### src/rtl/peri_apb_arb.sv
// peri_apb_arb: round-robin arbiter sharing one downstream APB bus between
// the CPU data port (s0) and the debug module (s1). Each grant carries one
// complete APB transfer. A hung slave is aborted after TIMEOUT ACCESS cycles.
module peri_apb_arb #(
   parameter int ADDR_W  = 32,
   parameter int DATA_W  = 32,
   parameter int TIMEOUT = 256
) (
   input  logic                clk,
   input  logic                rst,
   input  logic                s0_psel,
   input  logic                s0_penable,
   input  logic                s0_pwrite,
   input  logic [ADDR_W-1:0]   s0_paddr,
   input  logic [DATA_W-1:0]   s0_pwdata,
   input  logic [DATA_W/8-1:0] s0_pstrb,
   input  logic [2:0]          s0_pprot,
   output logic [DATA_W-1:0]   s0_prdata,
   output logic                s0_pready,
   output logic                s0_pslverr,
   input  logic                s1_psel,
   input  logic                s1_penable,
   input  logic                s1_pwrite,
   input  logic [ADDR_W-1:0]   s1_paddr,
   input  logic [DATA_W-1:0]   s1_pwdata,
   input  logic [DATA_W/8-1:0] s1_pstrb,
   input  logic [2:0]          s1_pprot,
   output logic [DATA_W-1:0]   s1_prdata,
   output logic                s1_pready,
   output logic                s1_pslverr,
   output logic                m_psel,
   output logic                m_penable,
   output logic                m_pwrite,
   output logic [ADDR_W-1:0]   m_paddr,
   output logic [DATA_W-1:0]   m_pwdata,
   output logic [DATA_W/8-1:0] m_pstrb,
   output logic [2:0]          m_pprot,
   input  logic [DATA_W-1:0]   m_prdata,
   input  logic                m_pready,
   input  logic                m_pslverr
);

   localparam int STRB_W = DATA_W / 8;
   localparam int CNT_W  = (TIMEOUT > 1) ? $clog2(TIMEOUT) : 1;
   localparam logic [CNT_W-1:0] TO_LAST = CNT_W'((TIMEOUT == 0) ? 0 : TIMEOUT - 1);

   typedef enum logic [1:0] {IDLE, SETUP, ACCESS, DONE} state_t;

   state_t              state_q, state_d;
   logic                gnt_q, gnt_d;
   logic                last_q, last_d;
   logic [CNT_W-1:0]    cnt_q, cnt_d;
   logic                write_q, write_d;
   logic [ADDR_W-1:0]   addr_q, addr_d;
   logic [DATA_W-1:0]   wdata_q, wdata_d;
   logic [STRB_W-1:0]   strb_q, strb_d;
   logic [2:0]          prot_q, prot_d;
   logic [DATA_W-1:0]   rdata_q, rdata_d;
   logic                err_q, err_d;
   logic                gsel;

   // A request is psel alone; penable carries no extra information here.
   logic unused_penable;
   assign unused_penable = ^{s0_penable, s1_penable};

   // State and captured-transfer registers.
   always_ff @(posedge clk) begin
      if (rst) begin
         state_q <= IDLE;
         gnt_q   <= 1'b0;
         last_q  <= 1'b1;
         cnt_q   <= '0;
         write_q <= 1'b0;
         addr_q  <= '0;
         wdata_q <= '0;
         strb_q  <= '0;
         prot_q  <= '0;
         rdata_q <= '0;
         err_q   <= 1'b0;
      end else begin
         state_q <= state_d;
         gnt_q   <= gnt_d;
         last_q  <= last_d;
         cnt_q   <= cnt_d;
         write_q <= write_d;
         addr_q  <= addr_d;
         wdata_q <= wdata_d;
         strb_q  <= strb_d;
         prot_q  <= prot_d;
         rdata_q <= rdata_d;
         err_q   <= err_d;
      end
   end

   // Arbitration, transfer sequencing and timeout abort.
   always_comb begin
      state_d = state_q;
      gnt_d   = gnt_q;
      last_d  = last_q;
      cnt_d   = cnt_q;
      write_d = write_q;
      addr_d  = addr_q;
      wdata_d = wdata_q;
      strb_d  = strb_q;
      prot_d  = prot_q;
      rdata_d = rdata_q;
      err_d   = err_q;
      gsel    = (s0_psel && s1_psel) ? ~last_q : s1_psel;
      case (state_q)
         IDLE: begin
            if (s0_psel || s1_psel) begin
               gnt_d   = gsel;
               last_d  = gsel;
               write_d = gsel ? s1_pwrite : s0_pwrite;
               addr_d  = gsel ? s1_paddr  : s0_paddr;
               wdata_d = gsel ? s1_pwdata : s0_pwdata;
               strb_d  = gsel ? s1_pstrb  : s0_pstrb;
               prot_d  = gsel ? s1_pprot  : s0_pprot;
               state_d = SETUP;
            end
         end
         SETUP: begin
            cnt_d   = '0;
            state_d = ACCESS;
         end
         ACCESS: begin
            if (m_pready) begin
               rdata_d = m_prdata;
               err_d   = m_pslverr;
               state_d = DONE;
            end else if (TIMEOUT != 0 && cnt_q == TO_LAST) begin
               rdata_d = '0;
               err_d   = 1'b1;
               state_d = DONE;
            end else begin
               cnt_d = cnt_q + 1'b1;
            end
         end
         DONE: state_d = IDLE;
         default: state_d = IDLE;
      endcase
   end

   // Outputs decode from registered state; forced to zero while rst is high.
   always_comb begin
      m_psel     = !rst && (state_q == SETUP || state_q == ACCESS);
      m_penable  = !rst && (state_q == ACCESS);
      m_pwrite   = !rst && write_q;
      m_paddr    = rst ? '0 : addr_q;
      m_pwdata   = rst ? '0 : wdata_q;
      m_pstrb    = rst ? '0 : strb_q;
      m_pprot    = rst ? '0 : prot_q;
      s0_pready  = !rst && (state_q == DONE) && !gnt_q;
      s1_pready  = !rst && (state_q == DONE) &&  gnt_q;
      s0_pslverr = s0_pready && err_q;
      s1_pslverr = s1_pready && err_q;
      s0_prdata  = rst ? '0 : rdata_q;
      s1_prdata  = rst ? '0 : rdata_q;
   end

endmodule
### config.mk
export PLATFORM = sky130hd
export DESIGN_NAME = peri_apb_arb
export DESIGN_NICKNAME = d
export VERILOG_FILES = /design/src/rtl/peri_apb_arb.sv
export SDC_FILE = /design/constraint.sdc
export NUM_CORES = 1
export LEC_CHECK = 0
export BUFFER_PORTS_ARGS = -buffer_cell sky130_fd_sc_hd__buf_2
export CORE_AREA = 2 2 127 129
export DETAILED_ROUTE_END_ITERATION = 16
export DIE_AREA = 0 0 129 131
export PLACE_DENSITY_LB_ADDON = 0.1
export SETUP_SLACK_MARGIN = 0.5
export SYNTH_ARGS = -nofsm -noshare
export SYNTH_HDL_FRONTEND = slang
export SYNTH_SLANG_ARGS = --single-unit
### constraint.sdc
create_clock -name clk -period 1.7 [get_ports clk]
set_input_delay 0.255 -clock clk [delete_from_list [all_inputs] [get_ports clk]]
set_output_delay 0.255 -clock clk [all_outputs]
set_load 0.05 [all_outputs]
==> run_results.csv, run 1 <==
group,metric,value,unit
logic_synthesis,synth_flop_cell,"dfxtp_1",
timing,setup_viol_count_final,8,
setup_path,crit_chain,"ha_4 > nor3b_4 > and2_4 > buf_8",
setup_path,worstPathArrival,1.48,ns
timing,fin_skew,0.004851,ns
placement,portBuffers,323,
cts,clk_latency,0.43,ns
logic_synthesis,syn_inst,690,
logic_synthesis,seq_area_frac_synth,39.52,%
floorplanning,die-area,16900,µm²
finish,nets,1298,
grt,grt_pass1_wl,36120,µm
worst_hold_path,hold_path_class,"input pin to flop",
logic_synthesis,async_flop_share,0,%
timing,fmax,0.5750,GHz
setup_path,rr_endpoint,"cnt_q[6]$_SDFFE_PP0P_",
setup_path,path_buf_inv,1,
timing,fin_crit_sh,102.3,%
logic_synthesis,synthTopCellsByCount,"dfxtp_1 (117), nor2_1 (78), a211oi_1 (75), nor2b_1 (75), mux2i_1 (73)",
logic_synthesis,synth_top_area_cell,"dfxtp_1",
floorplanning,dieHeight,131,µm
logic_synthesis,synth_area_leaders,"dfxtp_1 (40%), mux2i_1 (12%), a211oi_1 (9.5%)",
routing,vias,6991,
power,seqPwrFrac,20.5,%
timing,fin_ws,-0.03906,ns
routing,ant_nets,0,
power,p_int,12.74,mW
power,p_sw,7.850,mW
floorplanning,rows,46,
worst_hold_path,hold_end,"rdata_q[19]$_SDFFE_PP0P_",
logic_synthesis,synth_fa_ha_area_share,1.267,%
status,outcome,"complete, but fails checks",
routing,drt_first_pass_iters,4,
routing,drt_iter0_drc,314,
grt,grt_overflow_total,0,
cts,htreeDepth,4,
timing,fin_crit,1.739,ns
logic_synthesis,muxShareOfSynthArea,12.52,%
timing,hold_viol,0,
finish,final.fill_count,569,
setup_path,worstPathMaxFanout,3,
setup_path,r2r_slack,-0.03,ns
logic_synthesis,synth_edf_count,0,
timing,slew_violations,0,
placement,dp_hpwl,11870,µm
floorplanning,fp.dieW,129,µm
power,p_total,20.59,mW
floorplanning,coreArea,15600,µm²
timing,slew_headroom,77.66,%
run,drv_cap,0,
timing,hold_ws,0.03290,ns
logic_synthesis,yosysTopAreaCellShare,39.52,%
setup_path,required,1.44,ns
finish,area_growth_syn_to_layout,140.6,%
cts,cts.sinks,117,
power,p_per_area,1444,nW/µm²
routing,drc,0,
power,comb_power_share,60.5,%
cts,path_clk_slew,0.06,ns
cts,cts_tree,"done",
setup_path,rr_startpoint,"state_q[0]$_SDFFE_PP0P_",
setup_path,worst-setup-path-type,"flop to primary output",
power,clkPwrFrac,19.0,%
routing,wl_per_cell,22.15,µm
setup_path,cp_top_family,"flip-flops",
power,swShare,38.13,%
logic_synthesis,synth_compound_area_share,15.88,%
logic_synthesis,ys_warn_count,0,
cts,clock-root-buffer,"clkbuf_16",
routing,via_per_inst,5.221,
grt,grt_pass1_vias,6660,
logic_synthesis,synth_cell_types,43,
logic_synthesis,syn-mean-instance-area,8.590,µm²
logic_synthesis,synth_top_family_by_area,"simple AND/OR/NAND/NOR gates",
setup_path,cp-end-kind,"primary output",
setup_path,cp_slowest_stage_delay,0.39,ns
placement,gp_congestion,0.8203,
floorplanning,io_pins,326,
cts,cts_buffers,17,
logic_synthesis,synthXorXnorAreaFrac,0.1478,%
timing,rsz0062_at_grt,"yes",
finish,fin_area,14260,µm²
grt,grt_use_total,28.40,%
grt,grt_max_degree,35,
power,ir_drop,1.028,mV
grt,antenna_found_initial,1,
worst_hold_path,hold_path.startpoint,"m_prdata[19]",
timing,worstMarginPinSlew,0.3351,ns
setup_path,crit_path_top_delay_cell,"dfxtp_4",
floorplanning,initial_utilization,38.00,%
routing,routed_wl,29650,µm
timing,setup_tns,-0.1643,ns
logic_synthesis,synth_area,5927,µm²
finish,post_route_cells_drive_above_1_share,89.12,%
cts,cts.path.max_buffers,2,
status,violations,"negative setup slack",
setup_path,worstRegToRegCells,7,
logic_synthesis,ys_ff_latch,117,
logic_synthesis,yosys.area_share.simple,19.48,%
setup_path,cp_num_cells,4,
placement,postPlaceCellArea,8509,µm²
logic_synthesis,synth_most_common_cell,"dfxtp_1",
logic_synthesis,synth.net_count,880,
setup_path,cp-start-kind,"flop",
power,leakage,5.945,nW
worst_hold_path,hold_depth,3,
==> kinds of logic (layout without fill, tap and decap cells) <==
logic type      Yosys count  in the layout
fa+ha+maj                 6              6
xor+xnor                  1              1
mux                      74             74
other cells               0              2
buf+inv                 119            550
simple gates            242            242
flops                   117            117
compound gates          131            131
==> worst max-delay path by stage <==
stage	startpoint	endpoint
floorplan	rst	s0_pslverr
global placement	cnt_q[0]$_SDFFE_PP0P_	cnt_q[7]$_SDFFE_PP0P_
detailed placement	cnt_q[0]$_SDFFE_PP0P_	cnt_q[7]$_SDFFE_PP0P_
CTS	state_q[1]$_SDFFE_PP0P_	s0_pslverr
global route	state_q[1]$_SDFFE_PP0P_	s0_pslverr
finish	state_q[1]$_SDFFE_PP0P_	s0_pslverr
==> cell type report <==
class,count,area (µm²),share of cell area (%)
Clock buffer,24,513.0,3.598
Multi-Input combinational cell,454,5147,36.10
Clock inverter,8,116.4,0.8161
Inverter,36,269.0,1.887
Tap cell,216,270.3,1.895
Timing Repair Buffer,482,5449,38.22
Antenna cell,2,5.005,0.03510
Sequential cell,117,2489,17.45
==> what timing repair did <==
item / CTS / global route
setup endpoints to repair: 258 / 258
setup buffers: 64 / 42
hold buffers: 0 / 0
gates resized for setup: 614 / 341
pin swaps: 87 / 48
hold endpoints to repair: 0 / 0
cloned: 31 / 2
==> state kept, by name (all words and copies together) (netlist names) <==
name / flops
gnt_q: 1
prot_q: 3
addr_q: 32
write_q: 1
err_q: 1
wdata_q: 32
cnt_q: 8
state_q: 2
rdata_q: 32
last_q: 1
strb_q: 4
==> per-layer routing <==
layer	GRT usage (%)	share of wire (%)	routed length, µm	up-vias
met5	0	0	0	-
met4	13.17	4.1	1227	0
met3	7.370	5.9	1760	88
met2	51.04	54	16140	339
met1	31.53	36	10530	3410
li1	-	-	-	3154
==> tightest hold or removal path: cells and delay by family <==
family,cells,cell delay (ns)
AO/OA/AOI/OAI,1,0.04
buffers and inverters,1,0.09
AND/OR/NAND/NOR,1,0.04
==> through the flow <==
| step | std cells | worst slack, ns | utilization, % |
|---|---|---|---|
| after CTS | 1293 | -0.03369 | 81.00 |
| after global placement | 1166 | 0.1153 | 54.56 |
| final | 1339 | -0.03906 | 91.42 |
| after detailed placement | 1166 | 0.1034 | 54.56 |
| after floorplan | 690 | 0.05403 | - |
| after global routing | 1337 | -0.09813 | 91.38 |
==> power groups by stage <==
stage / logic [mW] / clock network (mW) / registers, mW
after CTS: 10.6 / 3.87 / 4.05
after global routing: 12.9 / 4.04 / 4.28
after detailed placement: 6.01 / 0 / 3.98
after floorplan: 5.18 / 0 / 3.88
after global placement: 5.95 / 0 / 3.97
final: 12.5 / 3.90 / 4.23
==> cells in the final DEF, fill, tap and decap left out, drive strengths merged, types with 3 or more instances in the layout <==
cell      instances
dfxtp           117
nor2             79
and3              4
o21a              3
a211oi           75
clkbuf           26
nor2b            75
nand2            69
inv              10
bufinv            3
buf             480
clkinvlp         27
a21oi             6
o21ai            35
ha                6
a22o              3
clkinv            4
and2              4
mux2i            73
Power figures use the tool's default switching activity.
==> run 2: changes to the inputs <==
ABC_AREA = 1   (was default)
CELL_PAD_IN_SITES_DETAIL_PLACEMENT = 1   (was default)
CELL_PAD_IN_SITES_GLOBAL_PLACEMENT = 1   (was default)
CORE_AREA = default   (was 2 2 127 129)
CORE_MARGIN = 2   (was default)
CORE_UTILIZATION = 28   (was default)
DIE_AREA = default   (was 0 0 129 131)
==> run 2 against run 1 <==
  * The flow now finishes without violations
  * Fmax up 2.5%
  * Combinational power down 36%
  * Sequential power down 9.7%
  * Critical path depth up 1
  * Routed wire length down 5.5%
  * Clock power down 5.6%
  * Largest cell class unchanged
  * Total power down 25%
  * Clock skew up 0.0060 ns
  * Clock-buffer cell count down 5
  * Synthesized cell count up 30%
==> run_results.csv, run 2 <==
group,metric,value,unit
logic_synthesis,synth_area,6364,µm²
timing,fin_ws,0.003354,ns
grt,met2_usage,43.47,%
grt,antenna_found_initial,6,
cts,cts_hold_buf,0,
setup_path,cp-start-kind,"flop",
grt,grt_pass1_vias,7565,
timing,hold_viol,0,
finish,nets,1461,
floorplanning,coreArea,22500,µm²
timing,fin_crit,1.697,ns
finish,instances_no_fill,1570,
grt,grt_max_degree,47,
finish,final_cell_mix,"buf_2 (180), nand2_1 (153), nor2_1 (153), nor2_4 (105), inv_2 (104)",
timing,fin_skew,0.01080,ns
logic_synthesis,synth_flop_cell,"dfxtp_1",
placement,dp_cells,1449,
power,p_per_area,1237,nW/µm²
logic_synthesis,synthTopCellsByCount,"nor2_1 (259), nand2_1 (166), dfxtp_1 (117)",
logic_synthesis,syn-mean-instance-area,7.079,µm²
routing,wl_per_cell,17.85,µm
logic_synthesis,synth_most_common_cell,"nor2_1",
cts,cts_buffers,17,
placement,portBuffers,323,
floorplanning,io_pins,326,
cts,clk_latency,0.43,ns
status,outcome,"complete, no violations",
power,leakage,5.450,nW
power,p_total,15.49,mW
logic_synthesis,synth_cell_types,32,
setup_path,worst-setup-path-type,"flop to primary output",
routing,vias,7239,
routing,routed_wl,28020,µm
timing,rsz0062_at_grt,"yes",
timing,slew_headroom,61.28,%
setup_path,worstPathArrival,1.44,ns
worst_hold_path,hold_path_class,"input pin to flop",
grt,grt_use_total,23.07,%
logic_synthesis,synth.net_count,1089,
logic_synthesis,seq_area_frac_synth,36.81,%
routing,drt_iter0_drc,283,
timing,worstMarginPinSlew,0.5809,ns
placement,postPlaceCellArea,9001,µm²
logic_synthesis,syn_inst,899,
finish,reg_top3,"addr_q (32), rdata_q (32), wdata_q (32)",
routing,drc,0,
placement,gp_congestion,0.7742,
logic_synthesis,synth_top_area_cell,"dfxtp_1",
setup_path,worstPathMaxFanout,4,
grt,busiest_layer,"met2",
setup_path,cp-end-kind,"primary output",
finish,post_route_cells_drive_above_1_share,72.00,%
logic_synthesis,synth_area_leaders,"dfxtp_1 (37%), nor2_1 (15%), o31ai_2 (14%)",
floorplanning,fp.dieW,154.8,µm
floorplanning,dieHeight,154.8,µm
grt,grt_pass1_wl,42500,µm
floorplanning,rows,55,
cts,cts.path.max_buffers,2,
timing,fin_crit_sh,99.80,%
placement,dpl_worst_slack,0.09972,ns
grt,gr-usage-met3,5.996,%
routing,drt_first_pass_iters,4,
cts,clock-root-buffer,"clkbuf_16",
routing,via_per_inst,4.611,
logic_synthesis,ys_warn_count,0,
logic_synthesis,synth_edf_count,0,
cts,path_clk_slew,0.06,ns
timing,slew_violations,0,
grt,grt_overflow_total,0,
logic_synthesis,async_flop_share,0,%
cts,cts_tree,"done",
run,drv_cap,0,
routing,ant_nets,0,
placement,dp_hpwl,16620,µm
finish,fin_area,12520,µm²
floorplanning,die-area,23950,µm²
cts,cts.sinks,117,
grt,use_met1,25.48,%
logic_synthesis,yosysTopAreaCellShare,36.81,%
timing,setup_viol_count_final,0,
cts,htreeDepth,4,
timing,fmax,0.5894,GHz
floorplanning,initial_utilization,28.28,%
finish,mostFrequentLayoutCell,"buf_2",
power,ir_drop,0.5987,mV
setup_path,required,1.44,ns
finish,area_growth_syn_to_layout,96.78,%
logic_synthesis,ys_ff_latch,117,
[run 2: changes by cell type in the layout (fill, tap and decap cells not counted), moves of 56 or more]
cell      before  now
inv_2          0  104
nor2_1        61  153
a211oi_2      64    0
nand2_1        4  153
nor2b_4       74    0
nor2_4         8  105
buf_8        142   86
o31ai_2        0   72
[run 2: final timing paths]
path,start,endpoint,slack [ns],cells after the start
worst min-delay path,m_prdata[17],rdata_q[17]$_SDFFE_PP0P_,0.06,3
worst min register to register,cnt_q[6]$_SDFFE_PP0P_,cnt_q[6]$_SDFFE_PP0P_,0.48,2
worst max-delay path,state_q[1]$_SDFFE_PP0P_,s1_pslverr,0.003,5
worst max register to register,state_q[0]$_SDFFE_PP0P_,wdata_q[15]$_SDFFE_PP0P_,0.17,8
[run 2: report_power, final]
part | total, mW | switching (mW) | internal, mW | leakage [nW]
Clock | 3.68 | 1.37 | 2.31 | 0.284
Combinational | 7.99 | 4.62 | 3.37 | 4.16
Sequential | 3.82 | 0.302 | 3.52 | 1.00
[run 2: layout make-up]
cell class | instances | area [µm²]
clock inverters | 11 | 135.1
multi-input cells | 584 | 4280
clock buffers | 19 | 442.9
diodes | 3 | 7.507
well taps | 285 | 356.6
repair buffers | 432 | 4352
flip-flops and latches | 117 | 2485
fillers | 2603 | 9981
inverters | 119 | 462.9
[run 2: timing repair]
action | in CTS | in global routing
buffers inserted | 59 | 10
setup endpoints to repair | 259 | 259
resized for setup | 453 | 272
cloned | 19 | 0
pin swaps | 84 | 83
[run 2: cell families after synthesis]
group                      after synthesis  synth area share, %
AOI/OAI and AO/OA                       86                15.22
and+or+nand+nor                        487                31.24
adders and majority gates                6                1.180
buffers and inverters                  203                15.55
DFF                                    117                36.81
[run 2: stage by stage]
stage	utilization, %	hold WS (ns)	setup TNS, ns
3_3_place_gp	40.00	0.4713	0
2_1_floorplan	-	0.3963	0
3_5_place_dp	40.00	0.4771	0
6_report	55.65	0.05923	0
4_1_cts	52.27	0.04249	-0.09572
5_1_grt	55.64	0.05050	-0.1303
[run 2: metal layers]
layer / up-vias / wire length (µm)
met5: - / 24
met4: 4 / 359
met3: 29 / 1604
met2: 208 / 15390
met1: 3483 / 10650
li1: 3515 / -
[run 2: critical path: stages (launching register included)]
cell and delay (ns):
dfxtp_4 0.38, ha_4 0.15, inv_6 0.04, buf_12 0.12
nor4_4 0.13, buf_6 0.19
